<file path="src/rtl/key_pkg.sv">
// +----------------------------------------------------------------------+
// | key_pkg: shared constants, state encoding and cycle-count helpers    |
// | for the key debouncer.                                               |
// | Revision: 1.0                                                        |
// +----------------------------------------------------------------------+
`default_nettype none

package key_pkg;

  typedef logic [1:0] state_t;

  localparam state_t ST_IDLE     = 2'd0;
  localparam state_t ST_PRESS_DB = 2'd1;
  localparam state_t ST_HELD     = 2'd2;
  localparam state_t ST_REL_DB   = 2'd3;

  // Whole-MHz clock times microseconds gives the cycle count.
  function automatic int unsigned us_to_cycles(input int unsigned clk_hz,
                                               input int unsigned us);
    return (clk_hz / 1_000_000) * us;
  endfunction

  function automatic int unsigned cnt_width(input int unsigned cyc);
    return (cyc < 2) ? 1 : $clog2(cyc);
  endfunction

endpackage

`default_nettype wire

</file>
<file path="src/rtl/key_debounce_ch.sv">
// +----------------------------------------------------------------------+
// | key_debounce_ch: one key channel - synchronizer, debounce FSM, hold  |
// | counter and registered press/release/long events.                    |
// | Revision: 1.0                                                        |
// +----------------------------------------------------------------------+
`default_nettype none

module key_debounce_ch
  import key_pkg::*;
#(
  parameter int unsigned DEBOUNCE_CYC = 2,
  parameter int unsigned LONG_CYC     = 2
) (
  input  logic clk,
  input  logic rst_n,
  input  logic key_n_i,
  output logic state_o,
  output logic press_o,
  output logic release_o,
  output logic long_o,
  output logic press_nxt_o
);

  localparam int unsigned DB_W   = cnt_width(DEBOUNCE_CYC);
  localparam int unsigned HOLD_W = cnt_width(LONG_CYC);
  localparam logic [DB_W-1:0]   DB_LAST   = DB_W'(DEBOUNCE_CYC - 1);
  localparam logic [HOLD_W-1:0] HOLD_LAST = HOLD_W'(LONG_CYC - 1);

  logic [1:0]        sync_q;
  logic              ks;
  state_t            state_q, state_d;
  logic [DB_W-1:0]   db_cnt_q, db_cnt_d;
  logic [HOLD_W-1:0] hold_q, hold_d;
  logic              long_done_q, long_done_d;
  logic              lvl_q, lvl_d;
  logic              press_q, press_d;
  logic              rel_q, rel_d;
  logic              long_q, long_d;

  assign ks = sync_q[1];

  always_ff @(posedge clk or negedge rst_n) begin
    if (!rst_n) begin
      sync_q <= 2'b11;
    end else begin
      sync_q <= {sync_q[0], key_n_i};
    end
  end

  always_ff @(posedge clk or negedge rst_n) begin
    if (!rst_n) begin
      state_q     <= ST_IDLE;
      db_cnt_q    <= '0;
      hold_q      <= '0;
      long_done_q <= 1'b0;
      lvl_q       <= 1'b0;
      press_q     <= 1'b0;
      rel_q       <= 1'b0;
      long_q      <= 1'b0;
    end else begin
      state_q     <= state_d;
      db_cnt_q    <= db_cnt_d;
      hold_q      <= hold_d;
      long_done_q <= long_done_d;
      lvl_q       <= lvl_d;
      press_q     <= press_d;
      rel_q       <= rel_d;
      long_q      <= long_d;
    end
  end

  always_comb begin
    state_d     = state_q;
    db_cnt_d    = db_cnt_q;
    hold_d      = hold_q;
    long_done_d = long_done_q;
    case (state_q)
      ST_IDLE: begin
        if (!ks) begin
          state_d  = ST_PRESS_DB;
          db_cnt_d = '0;
        end
      end
      ST_PRESS_DB: begin
        if (ks) begin
          state_d = ST_IDLE;
        end else if (db_cnt_q == DB_LAST) begin
          state_d     = ST_HELD;
          hold_d      = '0;
          long_done_d = 1'b0;
        end else begin
          db_cnt_d = db_cnt_q + 1'b1;
        end
      end
      ST_HELD: begin
        // Hold timing runs even on the cycle that leaves for REL_DB.
        if (hold_q != HOLD_LAST) begin
          hold_d = hold_q + 1'b1;
        end else begin
          long_done_d = 1'b1;
        end
        if (ks) begin
          state_d  = ST_REL_DB;
          db_cnt_d = '0;
        end
      end
      ST_REL_DB: begin
        if (!ks) begin
          state_d = ST_HELD;
        end else if (db_cnt_q == DB_LAST) begin
          state_d = ST_IDLE;
        end else begin
          db_cnt_d = db_cnt_q + 1'b1;
        end
      end
      default: begin
        state_d = ST_IDLE;
      end
    endcase
  end

  always_comb begin
    press_d = (state_q == ST_PRESS_DB) && (state_d == ST_HELD);
    rel_d   = (state_q == ST_REL_DB) && (state_d == ST_IDLE);
    long_d  = (state_q == ST_HELD) && (hold_q == HOLD_LAST) && !long_done_q;
    lvl_d   = (state_d == ST_HELD) || (state_d == ST_REL_DB);
  end

  assign state_o     = lvl_q;
  assign press_o     = press_q;
  assign release_o   = rel_q;
  assign long_o      = long_q;
  assign press_nxt_o = press_d;

endmodule

`default_nettype wire

</file>
<file path="src/rtl/key_debounce.sv">
// +----------------------------------------------------------------------+
// | key_debounce: NUM_KEYS independent debounced key channels with a     |
// | registered lowest-index press encoder.                               |
// | Revision: 1.0                                                        |
// +----------------------------------------------------------------------+
`default_nettype none

module key_debounce
  import key_pkg::*;
#(
  parameter int unsigned NUM_KEYS    = 4,
  parameter int unsigned CLK_FREQ_HZ = 25_000_000,
  parameter int unsigned DEBOUNCE_US = 20_000,
  parameter int unsigned LONG_US     = 1_000_000
) (
  input  logic                clk,
  input  logic                rst_n,
  input  logic [NUM_KEYS-1:0] key_n,
  output logic [NUM_KEYS-1:0] key_state,
  output logic [NUM_KEYS-1:0] key_press,
  output logic [NUM_KEYS-1:0] key_release,
  output logic [NUM_KEYS-1:0] key_long,
  output logic                key_valid,
  output logic [2:0]          key_code
);

  localparam int unsigned DEBOUNCE_CYC = us_to_cycles(CLK_FREQ_HZ, DEBOUNCE_US);
  localparam int unsigned LONG_CYC     = us_to_cycles(CLK_FREQ_HZ, LONG_US);

  logic [NUM_KEYS-1:0] press_nxt;
  logic                valid_q, valid_d;
  logic [2:0]          code_q, code_d;

  genvar gi;
  generate
    for (gi = 0; gi < NUM_KEYS; gi++) begin : g_ch
      key_debounce_ch #(
        .DEBOUNCE_CYC (DEBOUNCE_CYC),
        .LONG_CYC     (LONG_CYC)
      ) u_ch (
        .clk         (clk),
        .rst_n       (rst_n),
        .key_n_i     (key_n[gi]),
        .state_o     (key_state[gi]),
        .press_o     (key_press[gi]),
        .release_o   (key_release[gi]),
        .long_o      (key_long[gi]),
        .press_nxt_o (press_nxt[gi])
      );
    end
  endgenerate

  // Encoded from next-cycle press so valid/code stay aligned with key_press.
  always_comb begin
    valid_d = |press_nxt;
    code_d  = 3'd0;
    for (int i = int'(NUM_KEYS) - 1; i >= 0; i--) begin
      if (press_nxt[i]) begin
        code_d = 3'(i);
      end
    end
  end

  always_ff @(posedge clk or negedge rst_n) begin
    if (!rst_n) begin
      valid_q <= 1'b0;
      code_q  <= 3'd0;
    end else begin
      valid_q <= valid_d;
      code_q  <= code_d;
    end
  end

  assign key_valid = valid_q;
  assign key_code  = code_q;

endmodule

`default_nettype wire

</file>
<file path="config.mk">
export PLATFORM = sky130hd
export DESIGN_NAME = key_debounce
export DESIGN_NICKNAME = d
export VERILOG_FILES = /design/src/rtl/key_pkg.sv /design/src/rtl/key_debounce_ch.sv /design/src/rtl/key_debounce.sv
export SDC_FILE = /design/constraint.sdc
export NUM_CORES = 1
export LEC_CHECK = 0
export CAP_MARGIN = 20
export CELL_PAD_IN_SITES_DETAIL_PLACEMENT = 1
export CELL_PAD_IN_SITES_GLOBAL_PLACEMENT = 2
export CORE_AREA = 4 4 237 123
export CTS_CLUSTER_SIZE = 8
export DETAILED_ROUTE_END_ITERATION = 8
export DIE_AREA = 0 0 241 127
export GPL_ROUTABILITY_DRIVEN = 0
export PLACE_DENSITY = 0.88
export SLEW_MARGIN = 20
export SYNTH_ARGS = -nofsm -noshare
export SYNTH_HDL_FRONTEND = slang
export SYNTH_SLANG_ARGS = --single-unit
</file>
<file path="constraint.sdc">
create_clock -name clk -period 3.9 [get_ports clk]
set_input_delay 1.17 -clock clk [delete_from_list [all_inputs] [get_ports clk]]
set_output_delay 1.17 -clock clk [all_outputs]
set_load 0.02 [all_outputs]
</file>
**Yosys cells after proc, flatten, opt, wreduce, memory -nomap -nowiden**

Index checks and enable logic that the tools add are counted.

- Register bits: 216
- Input bits: 6
- Output and inout bits: 20
- Logic and storage cells: 243

- Add/subtract/negate cells: 8
- Equality and inequality tests: 60
- Multiplexer cells: 88
- Reduce and logical (&&, ||, !) cells: 49

Operators with widths:

| kind | number |
|---|---|
| two-way mux 19 bit | 20 |
| case mux 19 bit (4 select lines) | 4 |
| two-way mux 25 bit | 12 |
| case mux 25 bit (2 select lines) | 4 |
| adder 25 x 1 -> 25 bit, second input constant | 4 |
| equality test 25 bit, second input constant | 4 |
| != test 25 bit, second input constant | 4 |
| adder 19 x 1 -> 19 bit, second input constant | 4 |
| equality test 19 bit, second input constant | 4 |
| two-way mux 2 bit | 26 |
| AND reduction 4 bit | 12 |
| equality test 2 bit, second input constant | 16 |
| != test 2 x 1 -> 1 bit, second input constant | 16 |
| case mux 2 bit (4 select lines) | 4 |
| != test 2 bit, second input constant | 12 |
| logical AND 1 bit | 16 |
| logical NOT 2 bit | 8 |
| two-way mux 1 bit | 12 |
| equality test 2 x 1 -> 1 bit, second input constant | 4 |
| case mux 1 bit (2 select lines) | 4 |
| nonzero test 2 bit | 4 |
| two-way mux 3 bit | 2 |
| logical NOT 1 bit | 4 |
| logical OR 1 bit | 4 |
| OR reduction 4 bit | 1 |

**Depth between registers and ports, before layout**

- Depth in word-level cells: 10
- Gate-level depth with buffers: 10
- Gate-level depth less buffers: 7

**Hierarchy**

Synthesis repeated with hierarchy kept, for this count alone.

- Cell total of the unflattened synthesis: 1,150
- Area, all modules: 11,020.6 sq um

By module, submodules not included:

| module | times used | cells each | area each (sq um) | sequential area each (sq um) |
|---|---|---|---|---|
| key_debounce_ch (g_ch[1].u_ch ...) | 2 | 293 | 2,728.9 | 1,303.8 |
| key_debounce_ch (g_ch[3].u_ch) | 1 | 278 | 2,776.4 | 1,328.8 |
| key_debounce_ch (g_ch[0].u_ch) | 1 | 274 | 2,665.1 | 1,303.8 |
| key_debounce | 1 | 12 | 121.4 | 75.1 |

**Least setup slack after synthesis**

OpenSTA, ideal clock, no wires.

- Path kind: register -> register
- From: register g_ch[2].u_ch.db_cnt_q[12]
- To: register code_q[1] (netlist: key_code[1])
- Library setup time: 0.073 ns
- Arrival: 2.491 ns
- Data required time: 3.827 ns
- Slack: 1.336 ns
- Cell stages (with the launch flop): 8
- Path buffers: 2
- Period minus slack after synthesis: 2.564 ns
- Cell sequence: dfrtp_1 -> or4b_1 -> or4_1 -> buf_2 -> or4_4 -> buf_6 -> a211o_1 -> a21oi_2

- Word-level cells in the longest chain between the ends: 9
- Elaborated cells between the ends (all ways): 11
- Those cells by class: eq/ne: 2; mux: 8; reduce/logical: 1

RTL lines:

| what | line | RTL |
|---|---|---|
| start: declaration | key_debounce_ch.sv:32 | `logic [DB_W-1:0] db_cnt_q, db_cnt_d;` |
| start signal: assignment | key_debounce_ch.sv:62 | `db_cnt_q <= db_cnt_d;` |
| equality test 19 bit (*) | key_debounce_ch.sv:87, key_debounce_ch.sv:110 |  |
| two-way mux 2 bit (on tied branches) | key_debounce_ch.sv:110, key_debounce_ch.sv:87 |  |
| two-way mux 2 bit (on tied branches) | key_debounce_ch.sv:108, key_debounce_ch.sv:85 |  |
| case mux 2 bit (4 select lines) (*) | key_debounce_ch.sv:77 | `case (state_q)` |
| equality test 2 bit (*) | key_debounce_ch.sv:123 | `press_d = (state_q == ST_PRESS_DB) && (state_d == ST_HELD);` |
| logical AND 1 bit (*) | key_debounce_ch.sv:123 |  |
| two-way mux 2 bit (*) | key_debounce.sv:58 | `if (press_nxt[i]) begin` |
| two-way mux 3 bit (*) (2 in series) | key_debounce.sv:58 |  |
| via code_d[1] | key_debounce.sv:32 | `logic [2:0] code_q, code_d;` |
| end signal: assignment | key_debounce.sv:70 | `code_q <= code_d;` |
| end: declaration | key_debounce.sv:32 |  |

Mark *: on every way through the listed nets, which the timed path passes. The rest lies on a longest branch.
A chain may end at the register's enable or synchronous reset.

**Final worst setup path**

- From: register g_ch[1].u_ch.state_q[0]
- To: register g_ch[1].u_ch.db_cnt_q[13]

- Word-level cells in the longest chain between the ends: 3
- Elaborated cells between the ends (all ways): 10
- Those cells by class: eq/ne: 7; mux: 1; reduce/logical: 2

RTL lines:

| what | line | RTL |
|---|---|---|
| start: declaration | key_debounce_ch.sv:31 | `state_t state_q, state_d;` |
| start signal: assignment | key_debounce_ch.sv:61 | `state_q <= state_d;` |
| equality test 2 bit (tied with other cells) | key_debounce_ch.sv:77 |  |
| != test 2 x 1 -> 1 bit (no source line) / != test 2 bit (equally long branches) | -- |  |
| AND reduction 4 bit (no source line) | -- |  |
| end signal: assignment | key_debounce_ch.sv:62 |  |
| end: declaration | key_debounce_ch.sv:32 |  |

Parallel ways exist; a longest one is shown, timed or not.

==> results_dict.tcl <==
set metrics [dict create \
    status "complete, no violations" \
    fillerInstances 3124 \
    cts_tree "built" \
    setup_viol 0 \
    nNetsFinal 1280 \
    hold_path_depth 0 \
    syn-num-nets 1269 \
    hold_buffers 0 \
    post-cts-setup-buffers 0 \
    finalCriticalPeriod_ns 3.026 \
    drv_cap 0 \
    cts-root-buf "clkbuf_16" \
    post_cts_resized 0 \
    tns_ns 0 \
    core_sq_um 27220 \
    cp.required_ns 4.38 \
    synthCells 1250 \
    die_w_microns 241 \
    synth.avg_cell_area_sq_um 9.255 \
    register_area_sq_um 5390 \
    min-delay-start "g_ch[1].u_ch.sync_q[0]$_DFF_PN1_" \
    synth_seq_area_share 0.4659 \
    grt_pass1_vias 9879 \
    multi_input_area_sq_um 5767 \
    syn_area_sq_um 11570 \
    hold_class "reg2reg" \
    synth_top_cell_area_share 0.4478 \
    synthTopCellsByArea "dfrtp_1 45%, nand3_1 3.9%, nand2_1 3.4%" \
    antenna_left 0 \
    rows 43 \
    cts_sinks 215 \
    fin_ws_ns 0.8736 \
    r2r-end "g_ch[1].u_ch.db_cnt_q[13]$_DFFE_PN0P_" \
    drt_pass1_iterations 5 \
    dieArea_sq_um 30610 \
    num_antenna_cells 0 \
    pre_cts_ws_ns 0.8904 \
    cts_buffer_depth 3 \
    syn_to_final_growth_pct 12.38 \
    r2r_cells 5 \
    async_reset_ff_frac 1.000 \
    synth_top_flop_cell "dfrtp_1" \
    powerDensity_nw_per_um2 406.8 \
    cp-start-kind "register" \
    grt_antenna_before_repair 0 \
    synth-seq-cells 215 \
    max_freq_ghz 0.3304 \
    dpl.hpwl_microns 23710 \
    r2r_slack_ns 0.87 \
    total_power_mw 5.289 \
    clk_latency_ns 0.56 \
    finalWirelength_microns 33740 \
    path_clk_slew_ns 0.06 \
    ir_drop_mv 0.2961 \
    crit_path_end_kind "register" \
    grt_first_pass_wirelength_microns 55450 \
    path_class "reg2reg" \
    synth_enable_flop_cells 0 \
    timing.hold.ws_ns 0.3546 \
    cts-buffers-inserted 30 \
    yosysWarnings 0 \
    cts_htree_levels 1 \
    grt_setup_unrepaired "false" \
    drtIter0Drc 830 \
    layout-drive-gt1-share 0.07020 \
    post-route-period-util 0.7760 \
    grt_use_total 0.2215 \
    vias 10020 \
    crit_path_max_fanout 13 \
    die_y_microns 127 \
    yosysTopAreaCell "dfrtp_1" \
    skew_ns 0.01704 \
    timing.rr.start "g_ch[1].u_ch.state_q[0]$_DFF_PN0_" \
    worstHoldEndpoint "g_ch[1].u_ch.sync_q[1]$_DFF_PN1_" \
    numPortBuffers 24 \
    routedWlPerCell_microns 20.55 \
    maxSlewViolCount 0 \
    worstPathArrival_ns 3.50 \
    avgViaCountPerCell 6.102 \
    timing_hold_violations_final 0 \
    worst_pin_slew_ns 1.093 \
    leakage_nw 5.352 \
    overflow 0 \
    drc 0 \
    synth_cell_type_count 73 \
    max_slew_margin 0.2656 \
    num_io_pins 26 \
    grt_max_degree 79 \
    initial_core_util 0.4249 \
]
-- cell type report --
type | count | area share
Tap cell | 360 | 0.03465
Inverter | 28 | 0.008084
Sequential cell | 215 | 0.4146
Multi-Input combinational cell | 939 | 0.4436
Clock buffer | 53 | 0.06602
Timing Repair Buffer | 47 | 0.03311
-- Yosys cell counts (all sizes together), types with 3 or more instances --
cell type,instances
dfrtp,207
nand2,105
nor2,104
nand3,89
a21oi,66
o21ai,66
nand4,53
or4,48
clkbuf,43
or3,38
xor2,38
o31ai,34
o211ai,33
and3,29
inv,28
nor4,27
buf,25
xnor2,24
and4,22
nor3,19
and2,16
ha,13
mux2i,13
nand2b,13
dfstp,8
or2,8
nand4b,7
nor4bb,7
nor2b,6
nor3b,6
nor4b,5
nand3b,4
o211a,4
or4b,4
a21o,3
o2111ai,3
o21a,3
o311ai,3
-- power breakdown --
group	switching, mW	leakage [nW]	total, mW	internal [mW]
registers	0.0525	2.96	2.33	2.28
logic	0.351	1.98	0.484	0.133
clock network	1.01	0.408	2.48	1.46
total	1.42	5.35	5.29	3.87
-- worst max path at each step --
stage / from / to / slack (ns) / cells past startpoint
finish: g_ch[1].u_ch.state_q[0]$_DFF_PN0_ / g_ch[1].u_ch.db_cnt_q[13]$_DFFE_PN0P_ / 0.87 / 5
global route: g_ch[1].u_ch.state_q[0]$_DFF_PN0_ / g_ch[1].u_ch.db_cnt_q[11]$_DFFE_PN0P_ / 0.65 / 5
CTS: g_ch[1].u_ch.state_q[0]$_DFF_PN0_ / g_ch[1].u_ch.db_cnt_q[13]$_DFFE_PN0P_ / 0.87 / 5
detailed placement: g_ch[1].u_ch.state_q[0]$_DFF_PN0_ / g_ch[1].u_ch.db_cnt_q[13]$_DFFE_PN0P_ / 0.89 / 5
global placement: g_ch[1].u_ch.db_cnt_q[6]$_DFFE_PN0P_ / g_ch[1].u_ch.db_cnt_q[13]$_DFFE_PN0P_ / 1.09 / 5
floorplan: g_ch[2].u_ch.db_cnt_q[12]$_DFFE_PN0P_ / key_code[1]$_DFF_PN0_ / 1.34 / 7
-- cell usage in the layout, fill, tap and decap left out, types with 15 or more instances in the layout --
cell type        count
xor2_1              38
or3_1               37
or4_1               47
nand4_1             53
clkbuf_1            22
xnor2_1             24
o211ai_1            33
nor2_1             104
clkdlybuf4s50_1     23
o21ai_0             65
clkbuf_16           31
inv_1               28
buf_4               22
nor4_1              25
nor3_1              18
and3_1              28
and2_1              15
a21oi_1             64
o31ai_1             33
and4_1              21
dfrtp_1            207
nand3_1             89
nand2_1            105
-- critical path, cell delays in order, from the launching register on --
cell and delay [ns]:
dfrtp_1 0.46, or4bb_1 0.55, or4_1 0.64, o2111ai_1 0.90, o21ai_0 0.21, a21oi_1 0.18
-- metrics by stage --
stage / std cells / util / area [sq um]
6_report: 1642 / 0.4776 / 13000
5_1_grt: 1642 / 0.4776 / 13000
4_1_cts: 1642 / 0.4774 / 13000
3_5_place_dp: 1589 / 0.4459 / 12140
3_3_place_gp: 1588 / 0.4456 / 12130
2_1_floorplan: 1250 / - / 11570
-- registers in the layout, summed over array words and instances (netlist names) --
name / count
key_code: 2
key_valid: 1
g_ch.u_ch.state_q: 8
g_ch.u_ch.db_cnt_q: 76
g_ch.u_ch.long_done_q: 4
g_ch.u_ch.state_o: 4
g_ch.u_ch.release_o: 4
g_ch.u_ch.sync_q: 8
g_ch.u_ch.hold_q: 100
g_ch.u_ch.press_o: 4
g_ch.u_ch.long_o: 4
-- cells by family (layout without fill, tap and decap cells) --
family	Yosys count	after routing	synth area share
AND/OR/NAND/NOR	617	617	0.2963
multiplexers	14	14	0.01222
buffers and inverters	96	128	0.03785
flip-flops	215	215	0.4659
other	1	1	0.0003242
XOR/XNOR	62	62	0.04694
AO/OA/AOI/OAI	232	232	0.1263
adder cells (fa/ha/maj)	13	13	0.01406
-- routing by layer --
metal	global-route usage	vias up	routed length (microns)
met5	0	-	0
met4	0.03269	0	442
met3	0.03753	30	1851
met2	0.2894	228	12960
met1	0.3799	5096	18480
li1	-	4666	-
No activity file was read; power rests on OpenSTA's default activity.
